File: config.mk
export PLATFORM = sky130hd
export DESIGN_NAME = sigmoid_arbiter
export DESIGN_NICKNAME = d
export VERILOG_FILES = /design/src/rtl/sigmoid_arb_pkg.sv /design/src/rtl/sigmoid_arbiter_rr_picker.sv /design/src/rtl/sigmoid_arbiter.sv
export SDC_FILE = /design/constraint.sdc
export NUM_CORES = 1
export LEC_CHECK = 0
export CORE_ASPECT_RATIO = 1.1
export CORE_UTILIZATION = 35
export CTS_CLUSTER_DIAMETER = 50
export DETAILED_ROUTE_END_ITERATION = 16
export PLACE_DENSITY = 0.81
export RECOVER_POWER = 25
export SYNTH_ARGS = -nofsm -noshare
export SYNTH_HDL_FRONTEND = slang
export SYNTH_SLANG_ARGS = --single-unit
export TNS_END_PERCENT = 10
File: constraint.sdc
create_clock -name clk -period 3.3 [get_ports clk]
set_input_delay 0.99 -clock clk [delete_from_list [all_inputs] [get_ports clk]]
set_output_delay 0.99 -clock clk [all_outputs]
set_load 0.02 [all_outputs]
File: src/rtl/sigmoid_arb_pkg.sv
// Shared constants and types for the sigmoid core arbiter.
package sigmoid_arb_pkg;

    localparam int X_W       = 8;
    localparam int Y_W       = 16;
    localparam int N_REQ_MAX = 8;

    function automatic int tag_w(input int n);
        return (n < 2) ? 1 : $clog2(n);
    endfunction

    localparam int TAG_W_MAX = tag_w(N_REQ_MAX);

    typedef struct packed {
        logic                 valid;
        logic [TAG_W_MAX-1:0] tag;
    } tag_stage_t;

endpackage

File: src/rtl/sigmoid_arbiter_rr_picker.sv
// Combinational round-robin picker: first set request at or above ptr, with wrap.
module rr_picker #(
    parameter int N  = 4,
    parameter int TW = 2
) (
    input  logic [N-1:0]  req,
    input  logic [TW-1:0] ptr,
    output logic [N-1:0]  gnt,
    output logic [TW-1:0] idx,
    output logic          any
);

    logic [TW-1:0] pos_s;
    logic          hit_s;

    // scan from ptr upward; the first hit latches and masks later ones
    always_comb begin
        gnt   = '0;
        idx   = '0;
        any   = 1'b0;
        pos_s = '0;
        hit_s = 1'b0;
        for (int i = 0; i < N; i++) begin
            pos_s      = TW'((int'(ptr) + i) % N);
            hit_s      = req[pos_s] & ~any;
            gnt[pos_s] = hit_s;
            idx        = hit_s ? pos_s : idx;
            any        = any | hit_s;
        end
    end

endmodule

File: src/rtl/sigmoid_arbiter.sv
// Round-robin arbiter sharing one pipelined sigmoid core among N_REQ requesters.
// Optional issue counter enabled by defining SIGMOID_ARB_CNT_EN.
module sigmoid_arbiter
    import sigmoid_arb_pkg::*;
#(
    parameter int N_REQ    = 4,
    parameter int CORE_LAT = 1
) (
    input  logic                 clk,
    input  logic                 rst_n,
    input  logic [N_REQ-1:0]     i_req_valid,
    input  logic [X_W*N_REQ-1:0] i_req_x,
    output logic [N_REQ-1:0]     o_req_ready,
    output logic [N_REQ-1:0]     o_rsp_valid,
    output logic [Y_W*N_REQ-1:0] o_rsp_y,
    input  logic [N_REQ-1:0]     i_rsp_ready,
    output logic                 o_core_in_valid,
    output logic [X_W-1:0]       o_core_x,
    input  logic [Y_W-1:0]       i_core_y,
    input  logic                 i_core_out_valid,
    output logic                 o_err,
    output logic [15:0]          o_issue_cnt
);

    localparam int TW = tag_w(N_REQ);
    localparam logic [N_REQ-1:0] ONE_V = {{(N_REQ-1){1'b0}}, 1'b1};

    logic [TW-1:0]               ptr_r;
    logic [N_REQ-1:0]            inflight_r;
    logic [N_REQ-1:0]            rsp_valid_r;
    logic [N_REQ-1:0][Y_W-1:0]   rsp_y_r;
    logic                        err_r;
    tag_stage_t                  pipe_r [CORE_LAT];

    logic [N_REQ-1:0]            elig_s;
    logic [N_REQ-1:0]            gnt_s;
    logic [TW-1:0]               gnt_idx_s;
    logic                        gnt_any_s;
    logic [TW-1:0]               next_ptr_s;
    tag_stage_t                  head_s;
    logic [TW-1:0]               head_tag_s;
    logic [N_REQ-1:0]            retire_s;
    logic [N_REQ-1:0]            capture_s;
    logic                        fault_s;

    // a pending pop still counts as busy: no same-cycle bypass
    assign elig_s = i_req_valid & ~(inflight_r | rsp_valid_r);

    rr_picker #(.N(N_REQ), .TW(TW)) u_picker (
        .req (elig_s),
        .ptr (ptr_r),
        .gnt (gnt_s),
        .idx (gnt_idx_s),
        .any (gnt_any_s)
    );

    assign head_s     = pipe_r[CORE_LAT-1];
    assign head_tag_s = TW'(head_s.tag);

    // issue path, next pointer, retire/capture vectors and protocol faults
    always_comb begin
        o_core_in_valid = gnt_any_s;
        o_core_x        = '0;
        next_ptr_s      = ptr_r;
        retire_s        = '0;
        capture_s       = '0;
        if (gnt_any_s) begin
            o_core_x   = i_req_x[int'(gnt_idx_s)*X_W +: X_W];
            next_ptr_s = (int'(gnt_idx_s) == N_REQ-1) ? '0 : gnt_idx_s + TW'(1);
        end else begin
            o_core_x   = '0;
            next_ptr_s = ptr_r;
        end
        if (head_s.valid) begin
            retire_s  = ONE_V << head_tag_s;
            capture_s = i_core_out_valid ? retire_s : '0;
        end else begin
            retire_s  = '0;
            capture_s = '0;
        end
        fault_s = (head_s.valid ^ i_core_out_valid)
                | (head_s.valid & (int'(head_s.tag) >= N_REQ));
    end

    // round-robin pointer
    always_ff @(posedge clk or negedge rst_n) begin
        if (!rst_n) begin
            ptr_r <= '0;
        end else if (gnt_any_s) begin
            ptr_r <= next_ptr_s;
        end
    end

    // tag pipeline mirroring the core's latency
    always_ff @(posedge clk or negedge rst_n) begin
        if (!rst_n) begin
            for (int i = 0; i < CORE_LAT; i++) begin
                pipe_r[i] <= '0;
            end
        end else begin
            pipe_r[0] <= '{valid: gnt_any_s, tag: TAG_W_MAX'(gnt_idx_s)};
            for (int i = 1; i < CORE_LAT; i++) begin
                pipe_r[i] <= pipe_r[i-1];
            end
        end
    end

    // ownership, response buffers and sticky error
    always_ff @(posedge clk or negedge rst_n) begin
        if (!rst_n) begin
            inflight_r  <= '0;
            rsp_valid_r <= '0;
            rsp_y_r     <= '0;
            err_r       <= 1'b0;
        end else begin
            inflight_r  <= (inflight_r & ~retire_s) | gnt_s;
            rsp_valid_r <= (rsp_valid_r & ~i_rsp_ready) | capture_s;
            if (|capture_s) begin
                rsp_y_r[head_tag_s] <= i_core_y;
            end
            err_r <= err_r | fault_s;
        end
    end

    assign o_req_ready = gnt_s;
    assign o_rsp_valid = rsp_valid_r;
    assign o_rsp_y     = rsp_y_r;
    assign o_err       = err_r;

`ifdef SIGMOID_ARB_CNT_EN
    logic [15:0] cnt_r;

    // issue counter, wraps at 16 bits
    always_ff @(posedge clk or negedge rst_n) begin
        if (!rst_n) begin
            cnt_r <= 16'h0000;
        end else if (gnt_any_s) begin
            cnt_r <= cnt_r + 16'h0001;
        end
    end

    assign o_issue_cnt = cnt_r;
`else
    assign o_issue_cnt = 16'h0000;
`endif

endmodule

==> flow_summary.json <==
{
  "fillers": 891,
  "dieArea_sq_um": 11500,
  "routed_via_density": 5.06,
  "synth.top_cell.area_share": 0.505,
  "grt_setup_unrepaired": "true",
  "switching_power_mw": 2.03,
  "rows": 39,
  "path_cells": "buf_6 -> nor3b_4 -> mux4_2 -> or3_4 -> a222oi_1 -> buf_2",
  "clk_root_buffer_cell": "clkbuf_16",
  "crit_required_ns": 2.31,
  "cp_max_fo": 4,
  "syn_area_sq_um": 3870,
  "clock_latency_ns": 0.33,
  "grt_pass1_wl_um": 17600,
  "register_area_sq_um": 1950,
  "relSlewSlack": -0.333,
  "grt_usage": 0.201,
  "fin_setup_tns_ns": -3.55,
  "async_reset_ff_frac": 1.00,
  "synth_cells": 315,
  "timing.final.ws_setup_ns": -0.411,
  "utilization": 0.583,
  "num_vias": 3300,
  "yosysWarnings": 0,
  "slew_violations": 79,
  "die_y_um": 112,
  "end_kind": "output port",
  "numClockSinks": 78,
  "cts.clk_slew.worst_paths_ns": 0.06,
  "gp_congestion": 0.938,
  "avgSynthCellArea_sq_um": 12.3,
  "reg2reg_from": "inflight_r[1]$_DFF_PN0_",
  "slowest_stage": "mux4_2",
  "cap_violations": 1,
  "ys.flop_type": "dfrtp_1",
  "power.share.clock": 0.204,
  "portBuffers": 140,
  "hold_path_depth": 1,
  "synthTopCellsByCount": "dfrtp_1, mux2_2, mux2_1",
  "hold_end": "o_err$_DFF_PN0_",
  "core_sq_um": 10600,
  "clock_skew_ns": 0.00704,
  "ys_seq_area_frac": 0.505,
  "finalSetupViolations": 12,
  "worstHoldStart": "o_err$_DFF_PN0_",
  "r2r_slack_ns": 1.12,
  "hp-class": "flop to flop",
  "synth_seq_cells": 78,
  "antenna_found_initial": 1,
  "timing.final.crit_share": 1.12,
  "hpwl_um": 8080,
  "yosysMostFrequentCell": "dfrtp_1",
  "nNetsFinal": 566,
  "synth_edf_count": 0,
  "multi_input_area_sq_um": 1920,
  "fmax_ghz": 0.269,
  "hold_viol_final": 0,
  "yosys.cell_types.count": 49,
  "grt_max_degree": 79,
  "cts_made_buffers": 9,
  "p_sw_frac": 0.366,
  "arrival_ns": 2.72,
  "worstMarginPinSlew_ns": 2.00,
  "htree_levels": 3,
  "hold_ws_ns": 0.454,
  "worstSetupStartpointType": "input port",
  "die_w_um": 102,
  "layout-drive-gt1-share": 0.319,
  "seq_power_share": 0.282,
  "max_stage_delay_ns": 0.52,
  "grt_pass1_vias": 3460,
  "ios": 157,
  "drc": 0,
  "fin_crit_ns": 3.71,
  "p_int_mw": 3.53,
  "p_per_area_nw_per_um2": 901,
  "grt_overflow": 0,
  "drt-pass1-iter-count": 4,
  "synth_area_leader_cell": "dfrtp_1",
  "start_util": 0.365,
  "critPathLaunch": "i_req_valid[2]",
  "p_leak_nw": 2.72,
  "clk_path_buf_depth": 2,
  "ir_drop_uv": 466,
  "finalPower_mw": 5.56,
  "crit_type": "input port to output port",
  "cts_tree": "yes",
  "drt_wl_total_um": 11100,
  "synthTopCellsByArea": "dfrtp_1, mux2_2, mux2_1",
  "drt_iter0_drc": 86,
  "status": "complete, but fails checks",
  "r2r_end": "inflight_r[2]$_DFF_PN0_",
  "ant_nets": 0,
  "rr_worst_depth": 9,
  "area_growth_pct": 59.6,
  "p_comb_frac": 0.515,
  "wl_per_cell_um": 17.1,
  "violations": "max-capacitance violations, max-slew violations, negative setup slack",
  "cts_hold_buf": 0
}
registers in the layout, indices dropped and copies added, names as in the netlist:
signal / count
o_rsp_valid: 4
head_s: 3
o_rsp_y: 64
inflight_r: 4
o_err: 1
ptr_r: 2
metal layers:
metal	GRT usage	up-vias	wire (um)
li1	-	1505	-
met1	0.234	1646	4330
met2	0.355	129	5890
met3	0.0529	20	695
met4	0.0638	0	214
met5	0	-	0
critical path: cells and delay by family:
family | cells | cell delay (ns)
muxes | 1 | 0.52
and+or+nand+nor | 2 | 0.51
AOI/OAI and AO/OA | 1 | 0.37
buffers and inverters | 2 | 0.33
stage by stage:
| step | area (sq um) | std cells | worst slack [ns] |
|---|---|---|---|
| floorplan | 3920 | 330 | -0.521 |
| global placement | 5690 | 630 | -1.29 |
| detailed placement | 5690 | 630 | -1.31 |
| CTS | 6100 | 650 | -0.383 |
| global route | 6170 | 651 | -0.431 |
| finish | 6170 | 652 | -0.411 |
cell usage in the layout (no fill, tap or decap), types with 4 or more instances in the layout:
cell / Yosys / routed
clkdlybuf4s50_1: 0 / 122
dfrtp_1: 78 / 78
buf_4: 17 / 52
mux2_2: 46 / 46
mux2_1: 18 / 18
mux2i_1: 17 / 16
conb_1: 1 / 16
nand2_1: 16 / 15
clkbuf_16: 0 / 9
buf_2: 4 / 9
o22ai_1: 8 / 8
inv_1: 7 / 7
nor2_1: 7 / 7
nand3_1: 6 / 6
o21ai_0: 5 / 5
nor2b_1: 5 / 5
buf_6: 1 / 5
a21o_1: 4 / 4
or2_2: 4 / 4
o31ai_1: 4 / 4
logic make-up (layout without fill, tap and decap cells):
| kind of cell | Yosys count | count (layout) | synth area share |
|---|---|---|---|
| other cells | 1 | 17 | 0.000970 |
| compound gates | 45 | 45 | 0.0867 |
| simple gates | 68 | 68 | 0.103 |
| buf+inv | 37 | 215 | 0.0557 |
| mux | 82 | 82 | 0.236 |
| fa+ha+maj | 4 | 4 | 0.0129 |
| flops | 78 | 78 | 0.505 |
area by class of cell:
cell class,count,share of cell area
flip-flops and latches,78,0.316
multi-input cells,215,0.311
repair buffers,191,0.283
clock buffers,11,0.0377
well taps,143,0.0290
clock inverters,5,0.0172
inverters,8,0.00487
diodes,1,0.000406
power by group through the flow:
stage,clock network [mW],logic (mW),registers (mW)
6_report,1.13,2.86,1.57
5_1_grt,1.20,3.03,1.61
4_1_cts,1.16,2.80,1.57
3_5_place_dp,0,2.78,1.57
3_3_place_gp,0,2.72,1.54
2_1_floorplan,0,1.02,1.97
what timing repair did:
action,4_1_cts,5_1_grt
gates resized for setup,93,11
pin swaps,12,7
setup endpoints to repair,13,12
setup buffers,5,1
how the worst max path moves through the flow:
| stage | to | slack, ns | depth (start not counted) |
|---|---|---|---|
| CTS | o_req_ready[3] | -0.38 | 7 |
| finish | o_req_ready[3] | -0.41 | 6 |
| global route | o_req_ready[3] | -0.43 | 7 |
| global placement | o_req_ready[3] | -1.29 | 7 |
| detailed placement | o_core_x[3] | -1.31 | 8 |
| floorplan | o_req_ready[3] | -0.52 | 6 |
No activity file was read; power rests on OpenSTA's default activity.
